$ cat src/rtl/imem_ctrl_pkg.sv
// -----------------------------------------------------------------------------
// imem_ctrl_pkg
// Shared definitions for the instruction-memory load controller:
//   - BYTES_PER_WORD    : program bytes per instruction word (4)
//   - HALT_WORD_DEFAULT : default instruction word that terminates a load
//   - imem_state_e      : controller state encoding
//   - cpu_active()      : true for states in which the CPU pipeline may advance
// Configuration macro: IMEM_STEP_MODE_EN adds the single-step state STEP.
// -----------------------------------------------------------------------------
package imem_ctrl_pkg;

    localparam int unsigned BYTES_PER_WORD    = 4;
    localparam logic [31:0] HALT_WORD_DEFAULT = 32'hFFFF_FFFF;

    typedef enum logic [2:0] {
        IDLE  = 3'd0,
        LOAD  = 3'd1,
        WRITE = 3'd2,
        READY = 3'd3,
        RUN   = 3'd4,
`ifdef IMEM_STEP_MODE_EN
        STEP  = 3'd5,
`endif
        DONE  = 3'd6
    } imem_state_e;

    // The pipeline is released (no stall, no PC hold) only while running or stepping.
    function automatic logic cpu_active(input imem_state_e st);
        logic act;
        case (st)
            RUN:     act = 1'b1;
`ifdef IMEM_STEP_MODE_EN
            STEP:    act = 1'b1;
`endif
            default: act = 1'b0;
        endcase
        return act;
    endfunction

endpackage

$ cat src/rtl/byte_to_word_assembler.sv
// -----------------------------------------------------------------------------
// byte_to_word_assembler
// Collects BYTES_PER_WORD bytes little-endian (first byte -> bits 7:0) into one
// 32-bit word. The completed word and its done pulse are presented
// combinationally in the cycle the last byte is accepted, so the caller can
// register the word on that same edge.
// Ports:
//   i_clk, i_reset   : clock, synchronous active-high reset
//   i_clear          : synchronous clear of any partial word
//   i_byte_valid     : a byte is accepted this cycle
//   i_byte           : the byte
//   o_word           : word including the byte accepted this cycle
//   o_word_done      : pulses with the last byte of a word
// -----------------------------------------------------------------------------
module byte_to_word_assembler
    import imem_ctrl_pkg::*;
(
    input  logic        i_clk,
    input  logic        i_reset,
    input  logic        i_clear,
    input  logic        i_byte_valid,
    input  logic [7:0]  i_byte,
    output logic [31:0] o_word,
    output logic        o_word_done
);

    localparam int unsigned     CNT_W     = $clog2(BYTES_PER_WORD);
    localparam logic [CNT_W-1:0] LAST_BYTE = CNT_W'(BYTES_PER_WORD - 1);

    logic [31:0]      shift_r;
    logic [CNT_W-1:0] cnt_r;

    // Shift register fills from the top so the first byte ends up lowest.
    always_ff @(posedge i_clk) begin
        if (i_reset || i_clear) begin
            shift_r <= 32'h0000_0000;
            cnt_r   <= {CNT_W{1'b0}};
        end else if (i_byte_valid) begin
            shift_r <= {i_byte, shift_r[31:8]};
            cnt_r   <= (cnt_r == LAST_BYTE) ? {CNT_W{1'b0}} : cnt_r + 1'b1;
        end
    end

    assign o_word      = {i_byte, shift_r[31:8]};
    assign o_word_done = i_byte_valid && (cnt_r == LAST_BYTE);

endmodule

$ cat src/rtl/imem_load_ctrl.sv
// -----------------------------------------------------------------------------
// imem_load_ctrl
// Loads a program byte stream into instruction memory (one word per WRITE
// cycle, address 4*k), then controls the CPU: run, single step, done.
// Parameters: ADDR_WIDTH (byte address width), HALT_WORD (load terminator).
// Ports:
//   i_clk, i_reset                      : clock, synchronous active-high reset
//   i_rx_data/i_rx_valid/o_rx_ready     : program byte stream (valid&ready)
//   i_load/i_run/i_step                 : command pulses (load > run > step)
//   i_cpu_halted                        : pipeline retired a halt
//   o_write_instruction_mem/_addr/_data : instruction-memory write port
//   o_stall/o_halt/o_cpu_reset          : pipeline control
//   o_loaded/o_overflow/o_done          : status
// Configuration macro: IMEM_STEP_MODE_EN enables single-step (STEP state);
// without it i_step is ignored.
// -----------------------------------------------------------------------------
module imem_load_ctrl
    import imem_ctrl_pkg::*;
#(
    parameter int unsigned ADDR_WIDTH = 12,
    parameter logic [31:0] HALT_WORD  = HALT_WORD_DEFAULT
) (
    input  logic        i_clk,
    input  logic        i_reset,
    input  logic [7:0]  i_rx_data,
    input  logic        i_rx_valid,
    output logic        o_rx_ready,
    input  logic        i_load,
    input  logic        i_run,
    input  logic        i_step,
    input  logic        i_cpu_halted,
    output logic        o_write_instruction_mem,
    output logic [31:0] o_instruction_mem_addr,
    output logic [31:0] o_instruction_mem_data,
    output logic        o_stall,
    output logic        o_halt,
    output logic        o_cpu_reset,
    output logic        o_loaded,
    output logic        o_overflow,
    output logic        o_done
);

    localparam int unsigned    K_W    = ADDR_WIDTH - 2;
    localparam int unsigned    PAD_W  = 32 - ADDR_WIDTH;
    localparam logic [K_W-1:0] K_LAST = {K_W{1'b1}};

    imem_state_e    state_r;
    imem_state_e    next_state_s;
    logic [K_W-1:0] k_r;
    logic           rx_ready_r;
    logic           wr_r;
    logic [31:0]    addr_r;
    logic [31:0]    data_r;
    logic           stall_r;
    logic           halt_r;
    logic           cpu_reset_r;
    logic           loaded_r;
    logic           overflow_r;
    logic           done_r;

    logic           accept_s;
    logic           start_load_s;
    logic           word_done_s;
    logic [31:0]    word_s;
    logic           halt_hit_s;
    logic           last_word_s;

`ifndef IMEM_STEP_MODE_EN
    logic unused_step_s;
    assign unused_step_s = i_step;
`endif

    assign accept_s     = i_rx_valid && rx_ready_r;
    assign start_load_s = i_load && ((state_r == IDLE) || (state_r == READY) || (state_r == DONE));
    // In WRITE, data_r/k_r describe the word being written.
    assign halt_hit_s   = (data_r == HALT_WORD);
    assign last_word_s  = (k_r == K_LAST);

    byte_to_word_assembler u_asm (
        .i_clk        (i_clk),
        .i_reset      (i_reset),
        .i_clear      (start_load_s),
        .i_byte_valid (accept_s),
        .i_byte       (i_rx_data),
        .o_word       (word_s),
        .o_word_done  (word_done_s)
    );

    // Next-state decode; command priority is load > run > step.
    always_comb begin
        next_state_s = state_r;
        case (state_r)
            IDLE: begin
                if (i_load) next_state_s = LOAD;
                else        next_state_s = IDLE;
            end
            LOAD: begin
                if (word_done_s) next_state_s = WRITE;
                else             next_state_s = LOAD;
            end
            WRITE: begin
                if (halt_hit_s || last_word_s) next_state_s = READY;
                else                           next_state_s = LOAD;
            end
`ifdef IMEM_STEP_MODE_EN
            READY: begin
                if (i_load)      next_state_s = LOAD;
                else if (i_run)  next_state_s = RUN;
                else if (i_step) next_state_s = STEP;
                else             next_state_s = READY;
            end
            STEP: begin
                if (i_cpu_halted) next_state_s = DONE;
                else              next_state_s = READY;
            end
`else
            READY: begin
                if (i_load)     next_state_s = LOAD;
                else if (i_run) next_state_s = RUN;
                else            next_state_s = READY;
            end
`endif
            RUN: begin
                if (i_cpu_halted) next_state_s = DONE;
                else              next_state_s = RUN;
            end
            DONE: begin
                if (i_load) next_state_s = LOAD;
                else        next_state_s = DONE;
            end
            default: next_state_s = IDLE;
        endcase
    end

    // State register and outputs registered from the next state so they line up with it.
    always_ff @(posedge i_clk) begin
        if (i_reset) begin
            state_r     <= IDLE;
            rx_ready_r  <= 1'b0;
            wr_r        <= 1'b0;
            stall_r     <= 1'b1;
            halt_r      <= 1'b1;
            cpu_reset_r <= 1'b1;
            done_r      <= 1'b0;
        end else begin
            state_r     <= next_state_s;
            rx_ready_r  <= (next_state_s == LOAD);
            wr_r        <= (next_state_s == WRITE);
            stall_r     <= !cpu_active(next_state_s);
            halt_r      <= !cpu_active(next_state_s);
            // Pipeline stays in reset while memory changes, plus the first READY cycle.
            cpu_reset_r <= (next_state_s == IDLE) || (next_state_s == LOAD) ||
                           (next_state_s == WRITE) ||
                           ((state_r == WRITE) && (next_state_s == READY));
            done_r      <= (next_state_s == DONE);
        end
    end

    // Word index and load status; overflow is sticky until the next load command.
    always_ff @(posedge i_clk) begin
        if (i_reset) begin
            k_r        <= {K_W{1'b0}};
            loaded_r   <= 1'b0;
            overflow_r <= 1'b0;
        end else if (start_load_s) begin
            k_r        <= {K_W{1'b0}};
            loaded_r   <= 1'b0;
            overflow_r <= 1'b0;
        end else if (state_r == WRITE) begin
            if (halt_hit_s) begin
                loaded_r <= 1'b1;
            end else if (last_word_s) begin
                loaded_r   <= 1'b1;
                overflow_r <= 1'b1;
            end else begin
                k_r <= k_r + 1'b1;
            end
        end
    end

    // Write address/data captured when a word completes; held otherwise.
    always_ff @(posedge i_clk) begin
        if (i_reset) begin
            addr_r <= 32'h0000_0000;
            data_r <= 32'h0000_0000;
        end else if ((state_r == LOAD) && word_done_s) begin
            addr_r <= {{PAD_W{1'b0}}, k_r, 2'b00};
            data_r <= word_s;
        end
    end

    assign o_rx_ready              = rx_ready_r;
    assign o_write_instruction_mem = wr_r;
    assign o_instruction_mem_addr  = addr_r;
    assign o_instruction_mem_data  = data_r;
    assign o_stall                 = stall_r;
    assign o_halt                  = halt_r;
    assign o_cpu_reset             = cpu_reset_r;
    assign o_loaded                = loaded_r;
    assign o_overflow              = overflow_r;
    assign o_done                  = done_r;

endmodule

$ cat config.mk
export PLATFORM = sky130hd
export DESIGN_NAME = imem_load_ctrl
export DESIGN_NICKNAME = d
export VERILOG_FILES = /design/src/rtl/imem_ctrl_pkg.sv /design/src/rtl/byte_to_word_assembler.sv /design/src/rtl/imem_load_ctrl.sv
export SDC_FILE = /design/constraint.sdc
export NUM_CORES = 1
export LEC_CHECK = 0
export CAP_MARGIN = 15
export CELL_PAD_IN_SITES_DETAIL_PLACEMENT = 1
export CELL_PAD_IN_SITES_GLOBAL_PLACEMENT = 1
export CORE_UTILIZATION = 39
export CTS_CLUSTER_DIAMETER = 120
export CTS_CLUSTER_SIZE = 20
export DETAILED_ROUTE_END_ITERATION = 10
export PLACE_DENSITY_LB_ADDON = 0.1
export SLEW_MARGIN = 15
export SYNTH_ARGS = -nofsm -noshare
export SYNTH_HDL_FRONTEND = slang
export SYNTH_SLANG_ARGS = --single-unit
$ cat constraint.sdc
create_clock -name i_clk -period 2.6 [get_ports i_clk]
set_input_delay 0.26 -clock i_clk [delete_from_list [all_inputs] [get_ports i_clk]]
set_output_delay 0.26 -clock i_clk [all_outputs]
set_load 0.05 [all_outputs]
After elaboration in Yosys (flattened, before gate mapping)
Cells that the tools add are included.
- flip-flop bits (word level): 96
- memory bits (writable): 0
- memories: 0
- ROM bits: 0
- bits in latches: 0
- input port bits: 15
- order comparisons: 0
- $add $sub $neg: 2
- div/mod/pow operators: 0
- reductions and logical operators: 20
- shift-type cells: 0
- bitwise operators: 2
- muxes and demuxes: 13
- multipliers: 0
- equal/unequal tests: 13
- operators by type and width (kind ; count):
    $eq A32 B32 Y1 const B ; 1
    $pmux W3 S6 ; 1
    $eq A3 B2 Y1 const B ; 4
    $eq A3 B3 Y1 const B ; 4
    $add A10 B1 Y10 const B ; 1
    $eq A10 B10 Y1 const B ; 1
    $mux W3 ; 3
    $mux W2 ; 4
    $logic_or A1 B1 Y1 ; 7
    $eq A3 B1 Y1 const B ; 2
    $logic_not A3 Y1 ; 2
    $reduce_and A3 Y1 ; 2
    $logic_and A1 B1 Y1 ; 5
    $mux W1 ; 5
    $add A2 B1 Y2 const B ; 1
    $eq A2 B2 Y1 const B ; 1
    $not A1 Y1 ; 2
    $reduce_and A2 Y1 ; 1
    $reduce_bool A2 Y1 ; 1
    $reduce_or A2 Y1 ; 1
    $logic_not A1 Y1 ; 1

Depth between registers and ports, before layout
Gate-level depths: netlist (run 1).
- depth after elaboration: 8
- mapped depth: 7
- mapped depth without buffers: 6

By module
Synthesis (run 1) repeated with hierarchy kept, for this count alone.
- cell total of the unflattened synthesis: 433
- area, all modules: 3677.3 µm²
- by module, submodules not included (module ; cells an instance ; area an instance (µm²) ; instances):
    imem_load_ctrl ; 337 ; 2666.3 ; 1
    byte_to_word_assembler ; 96 ; 1011.0 ; 1

Worst setup path before layout (run 1)
Ideal clock, no wire load.
- path type: reg2reg
- start: register data_r[20], in the netlist o_instruction_mem_data[20]
- end: register k_r[4]
- setup slack: 0.523 ns
- arrival time: 1.954 ns
- cell stages (with the launch flop): 6
- clock period less this slack: 2.077 ns
- buffers on the path: 0
- required time: 2.477 ns
- cell sequence: dfxtp_1 nand4_1 nor4_4 a211oi_2 nand4_1 mux2_1
- cells in the longest elaborated chain, start to end: 3
- ends and longest elaborated chain (element ; line ; text):
    start, declared ; imem_load_ctrl.sv:53 ; logic [31:0] data_r;
    start signal, assigned ; imem_load_ctrl.sv:188 ; data_r <= word_s;
    $eq A32 B32 Y1 ; imem_load_ctrl.sv:76 ; assign halt_hit_s = (data_r == HALT_WORD);
    $not A1 Y1 (no line) ; - ;
    $reduce_and A3 Y1 (no line) ; - ;
    end signal, assigned ; imem_load_ctrl.sv:162 ; k_r <= {K_W{1'b0}};
    end signal, assigned ; imem_load_ctrl.sv:166 ; k_r <= {K_W{1'b0}};
    end signal, assigned ; imem_load_ctrl.sv:176 ; k_r <= k_r + 1'b1;
    end, declared ; imem_load_ctrl.sv:49 ; logic [K_W-1:0] k_r;
Every way passes these cells.
A chain may end at the register's enable or synchronous reset.

Worst setup path in the final report (run 1)
- start: register state_r[1]
- end: register k_r[8]
- cells in the longest elaborated chain, start to end: 5
- ends and longest elaborated chain (element ; line ; text):
    start, declared ; imem_load_ctrl.sv:47 ; imem_state_e state_r;
    start signal, assigned ; imem_load_ctrl.sv:146 ; state_r <= next_state_s;
    $eq A3 B2 Y1 or $logic_not A3 Y1 (tied branches) ; imem_load_ctrl.sv:74 ; assign start_load_s = i_load && ((state_r == IDLE) || (state_r == READY) || (state_r == DONE));
    $logic_or A1 B1 Y1 (2 in a row) ; imem_load_ctrl.sv:74 ;
    $logic_and A1 B1 Y1 ; imem_load_ctrl.sv:74 ;
    $reduce_or A2 Y1 (no line) ; - ;
Parallel ways exist; a longest one is shown, timed or not.

==> flow_metrics.tcl, run 1 <==
set metrics [dict create \
    start_kind "flop" \
    final_max_slew_viol_count 0 \
    place_congestion 0.760 \
    cts_hold_repair.buffers 0 \
    ys_ff_latch 88 \
    slew_headroom_pct 62.0 \
    io_pins 87 \
    synth_seq_area_share_pct 48.0 \
    mappedNetlistArea_um2 3670 \
    dp_hpwl_um 6170 \
    grtUsageMet3_pct 3.83 \
    end_kind "flop" \
    cts.repair.resized 0 \
    clk_latency_ns 0.35 \
    row_count 35 \
    wl_um 8970 \
    drt_pre_antenna_iters 4 \
    grt_pass1_wl_um 15100 \
    syn_avg_cell_area_um2 8.25 \
    switchingPower_mw 0.640 \
    synth_edf_count 0 \
    p_clk_share_pct 40.2 \
    cp_cell_sequence "nor2b_4 -> nand2b_1 -> a211oi_2 -> nand4_1 -> mux2_1" \
    start_util_pct 39.9 \
    finalSetupTns_ns 0 \
    power.leakage_nw 1.50 \
    core_area_um2 9200 \
    die_area_um2 9810 \
    yosysMostFrequentCell "nand2_1" \
    use_met1_pct 26.8 \
    cts_buffer_depth 2 \
    finClkSkew_ns 0.0102 \
    hold_viol_final 0 \
    grt_setup_unrepaired "false" \
    htree_levels 3 \
    design_area_um2 4500 \
    critPathMaxStageDelay_ns 0.62 \
    grt_antenna_before_repair 0 \
    period_needed_ns 2.11 \
    max_freq_ghz 0.475 \
    outcome "completed" \
    drive_gt1_share_pct 8.53 \
    die-height_um 99.0 \
    synth_top_cell_by_area "dfxtp_1" \
    required_ns 2.84 \
    clk_pin_slew_worst_paths_ns 0.09 \
    grt_max_degree 48 \
    insertedDiodeCount 0 \
    synth_top_area_share_pct 48.0 \
    use_met2_pct 30.3 \
    critical_path_peak_fanout 13 \
    finalSetupViolCount 0 \
    cts.sink_count 88 \
    final_nets 516 \
    synth_common_cells "140 x nand2_1, 88 x dfxtp_1, 74 x a21oi_1" \
    synth_area_leaders "dfxtp_1 48%, nand2_1 14%, a21oi_1 10%" \
    ant_nets 0 \
    grt_overflow_total 0 \
    post_synth_inst_count 445 \
    root_buffer "clkbuf_8" \
    p_per_area_nw_per_um2 572 \
    intPower_mw 1.94 \
    async_flop_share_pct 0 \
    cap_viol_max_count 0 \
    area_delta_synth_final_pct 22.6 \
    vdd.ir_drop.worst_v 0.000231 \
    grt_usage_pct 19.5 \
    wl_per_cell_um 14.6 \
    route.detailed.drc 0 \
    io_buffers 63 \
    worst_pin_slew_ns 0.566 \
    gr-max-usage-layer "met2" \
    p_comb_share_pct 6.8 \
    via_count 3083 \
    arrival_ns 2.35 \
    pwr-share-seq_pct 53.0 \
    worst_path_max_delay_cell "dfxtp_1" \
    cts_setup_buffers 0 \
    post-route-period-util_pct 81.0 \
    die_w_um 99.0 \
    power_mw 2.58 \
    cts_tree "done" \
    cts_buffers 9 \
    hold_class "flop to flop" \
    synth_cell_types 48 \
    drt_iter0_drc 119 \
    synth_ff_type "dfxtp_1" \
    placed_area_um2 4280 \
    path_class "flop to flop" \
    fillers 1108 \
    power.share.switching_pct 24.8 \
    vias_per_cell 5.01 \
    grt_pass1_vias 3013 \
    yosys_warnings 0 \
]
[through the flow]
stage	hold slack, ns	utilization [%]	worst slack (ns)	std cells
after floorplan	0.348	-	0.523	466
after global routing	0.480	49.0	0.310	615
final	0.459	49.0	0.493	615
after detailed placement	0.446	46.6	0.415	599
after CTS	0.461	49.0	0.473	615
after global placement	0.443	46.6	0.449	599
[routing by layer]
layer,share of wire [%],routed length (um)
met2,46,4150
met1,50,4440
met4,0.92,83
met3,3.3,296
met5,0,0
[power by group through the flow]
| stage | Combinational (mW) | Sequential [mW] | Clock (mW) |
|---|---|---|---|
| final | 0.176 | 1.36 | 1.04 |
| after floorplan | 0.159 | 1.39 | 0 |
| after detailed placement | 0.176 | 1.40 | 0 |
| after CTS | 0.177 | 1.36 | 1.07 |
| after global placement | 0.175 | 1.39 | 0 |
| after global routing | 0.189 | 1.37 | 1.13 |
[sequential cells by signal, indices dropped and copies added, names as in the netlist]
name	cells
o_write_instruction_mem	1
u_asm.shift_r	24
o_done	1
o_loaded	1
o_halt	1
k_r	10
o_overflow	1
o_instruction_mem_data	32
u_asm.cnt_r	2
o_instruction_mem_addr	10
o_cpu_reset	1
state_r	3
o_rx_ready	1
[kinds of logic (layout without fill, tap and decap cells)]
kind of cell             Yosys count  in the layout  share of synthesized area [%]
multiplexers                       5              5                           1.47
AND/OR/NAND/NOR                  196            196                           24.4
other                              1             22                          0.102
XOR/XNOR                           4              4                          0.954
AO/OA/AOI/OAI                     93             93                           15.4
adder cells (fa/ha/maj)            2              2                          0.681
buffers and inverters             56             94                           8.99
flip-flops                        88             88                           48.0
[cells in the final DEF, fill, tap and decap left out, types with 2 or more instances in the layout]
master and count:
nand2_1 140, dfxtp_1 88, a21oi_1 74, clkdlybuf4s50_1 63, conb_1 22, nor2_1 20, nand4_1 12, clkbuf_8 9
buf_4 8, inv_1 7, xnor2_1 4, mux2_1 3, nor3_1 3, and2_1 2, a31oi_1 2, nor4_4 2
nand2b_1 2, a211oi_1 2, a21oi_2 2, mux2i_1 2, nand3_1 2, ha_1 2, bufinv_16 2, clkinv_2 2
[worst max-delay path: cells and delay by family (launching register included)]
family,cells,cell delay [ns]
simple gates,3,0.60
flops,1,0.62
mux,1,0.34
compound gates,1,0.44
[final timing paths]
path / from / end / slack, ns / depth (start not counted)
max: state_r[1] / k_r[8] / 0.49 / 5
max reg2reg: state_r[1] / k_r[8] / 0.49 / 5
min: u_asm.shift_r[8] / o_instruction_mem_data[0] / 0.46 / 2
min reg2reg: u_asm.shift_r[8] / o_instruction_mem_data[0] / 0.46 / 2
[layout make-up]
cell class / instances / area, um2 / share of cell area (%)
Multi-Input combinational cell: 322 / 1670 / 37.0
Clock buffer: 9 / 124 / 2.75
Inverter: 7 / 26.3 / 0.584
Tap cell: 111 / 139 / 3.09
Sequential cell: 88 / 1760 / 39.1
Timing Repair Buffer: 71 / 691 / 15.3
Clock inverter: 7 / 95.1 / 2.11
Note: power is estimated with default switching activity, not from simulation.
==> inputs of run 2 (changes only) <==
CORE_UTILIZATION = 36   (was 39)
clock period = 2.2 ns   (was 2.6 ns; I/O delays follow)
==> flow_metrics.tcl, run 2 (synthesis gave the netlist of run 1 again) <==
set metrics [dict create \
    start_kind "flop" \
    period_needed_ns 2.01 \
    grt_overflow_total 0 \
    cts_buffer_depth 2 \
    r2r_end "k_r[4]" \
    route.detailed.drc 0 \
    cts.sink_count 88 \
    final_max_slew_viol_count 0 \
    regToRegStartpoint "k_r[0]" \
    outcome "completed" \
    end_kind "flop" \
    io_pins 87 \
    drt_iter0_drc 78 \
    wl_um 9290 \
    dp_hpwl_um 6310 \
    vdd.ir_drop.worst_v 0.000259 \
    r2r_cells 6 \
    worst_pin_slew_ns 0.573 \
    insertedDiodeCount 0 \
    cap_viol_max_count 0 \
    fillers 1218 \
    place_congestion 0.754 \
    row_count 36 \
    finalSetupViolCount 0 \
    critical_path_peak_fanout 6 \
    path_class "flop to flop" \
    start_util_pct 37.4 \
    root_buffer "clkbuf_8" \
    hold_class "input pin to flop" \
    cts_tree "done" \
    finalSetupTns_ns 0 \
    power_mw 2.93 \
    max_freq_ghz 0.497 \
    cts.repair.resized 0 \
    vias_per_cell 4.80 \
    ant_nets 0 \
    cts_hold_repair.buffers 0 \
    grt_usage_pct 19.1 \
    core_area_um2 9820 \
    die-height_um 103 \
    power.leakage_nw 1.51 \
    clk_latency_ns 0.36 \
    via_count 3078 \
    drt_pre_antenna_iters 4 \
    htree_levels 3 \
    hold_end "o_instruction_mem_data[28]" \
    grt_setup_unrepaired "false" \
    cts_setup_buffers 0 \
    hold_viol_final 0 \
    area_delta_synth_final_pct 23.9 \
    post-route-period-util_pct 91.4 \
    die_w_um 103 \
    grt_pass1_wl_um 15300 \
    io_buffers 63 \
    grt_pass1_vias 3040 \
    largest_reg_flops 32 \
    holdWs_ns 0.448 \
    mostFrequentLayoutCell "nand2_1" \
    clk_pin_slew_worst_paths_ns 0.08 \
    cts_buffers 9 \
    die_area_um2 10600 \
    drive_gt1_share_pct 8.86 \
    wl_per_cell_um 14.5 \
    slew_headroom_pct 61.7 \
    grt_max_degree 48 \
    min_path_cells 3 \
    required_ns 2.45 \
    worstHoldStart "i_rx_data[4]" \
    grt_antenna_before_repair 0 \
    final_nets 521 \
    p_per_area_nw_per_um2 643 \
    finClkSkew_ns 0.00856 \
    layout_common_cells "140 x nand2_1, 88 x dfxtp_1, 74 x a21oi_1" \
    arrival_ns 2.26 \
    rrSetupSlack_ns 0.19 \
]
## run 2: how the worst max path moves through the flow
stage | end | start | depth (start not counted) | slack, ns
after floorplan | k_r[4] | o_instruction_mem_data[20] | 5 | 0.12
after global placement | k_r[4] | k_r[0] | 6 | 0.31
after detailed placement | k_r[4] | k_r[0] | 6 | 0.22
after CTS | k_r[4] | k_r[0] | 6 | 0.17
after global routing | k_r[4] | k_r[0] | 6 | 0.06
final | k_r[4] | k_r[0] | 6 | 0.19
## run 2: metal layers
layer,wire [um],track usage [%]
met5,0,0
met4,112,6.50
met3,383,3.59
met2,4220,29.5
met1,4570,26.6
## run 2: through the flow
step	setup WS [ns]	cell area (um2)	utilization, %	instances
finish	0.188	4550	46.3	641
global route	0.0564	4550	46.3	641
CTS	0.174	4550	46.3	641
detailed placement	0.219	4360	44.4	626
global placement	0.313	4360	44.4	626
floorplan	0.123	3750	-	466
## run 2: final cells by class
class                      instances  area, um2  share of cell area, %
tap                              133        166                   3.66
clock buffer                      12        145                   3.19
sequential                        88       1760                   38.7
clock inverter                     3       42.5                  0.935
inverter                           7       26.3                  0.578
multi-input combinational        322       1670                   36.6
timing repair buffer              76        741                   16.3
## run 2: critical path, cell delays in order (launching register included)
cell and delay (ns):
dfxtp_1 0.35, ha_1 0.24, nand2_1 0.14, nor3_2 0.10, a211oi_2 0.52, nand4_1 0.20, mux2_1 0.35
## run 2: report_power, final
part / switching [mW] / total [mW] / internal, mW
sequential: 0.0121 / 1.61 / 1.60
clock: 0.552 / 1.10 / 0.549
combinational: 0.164 / 0.213 / 0.0493
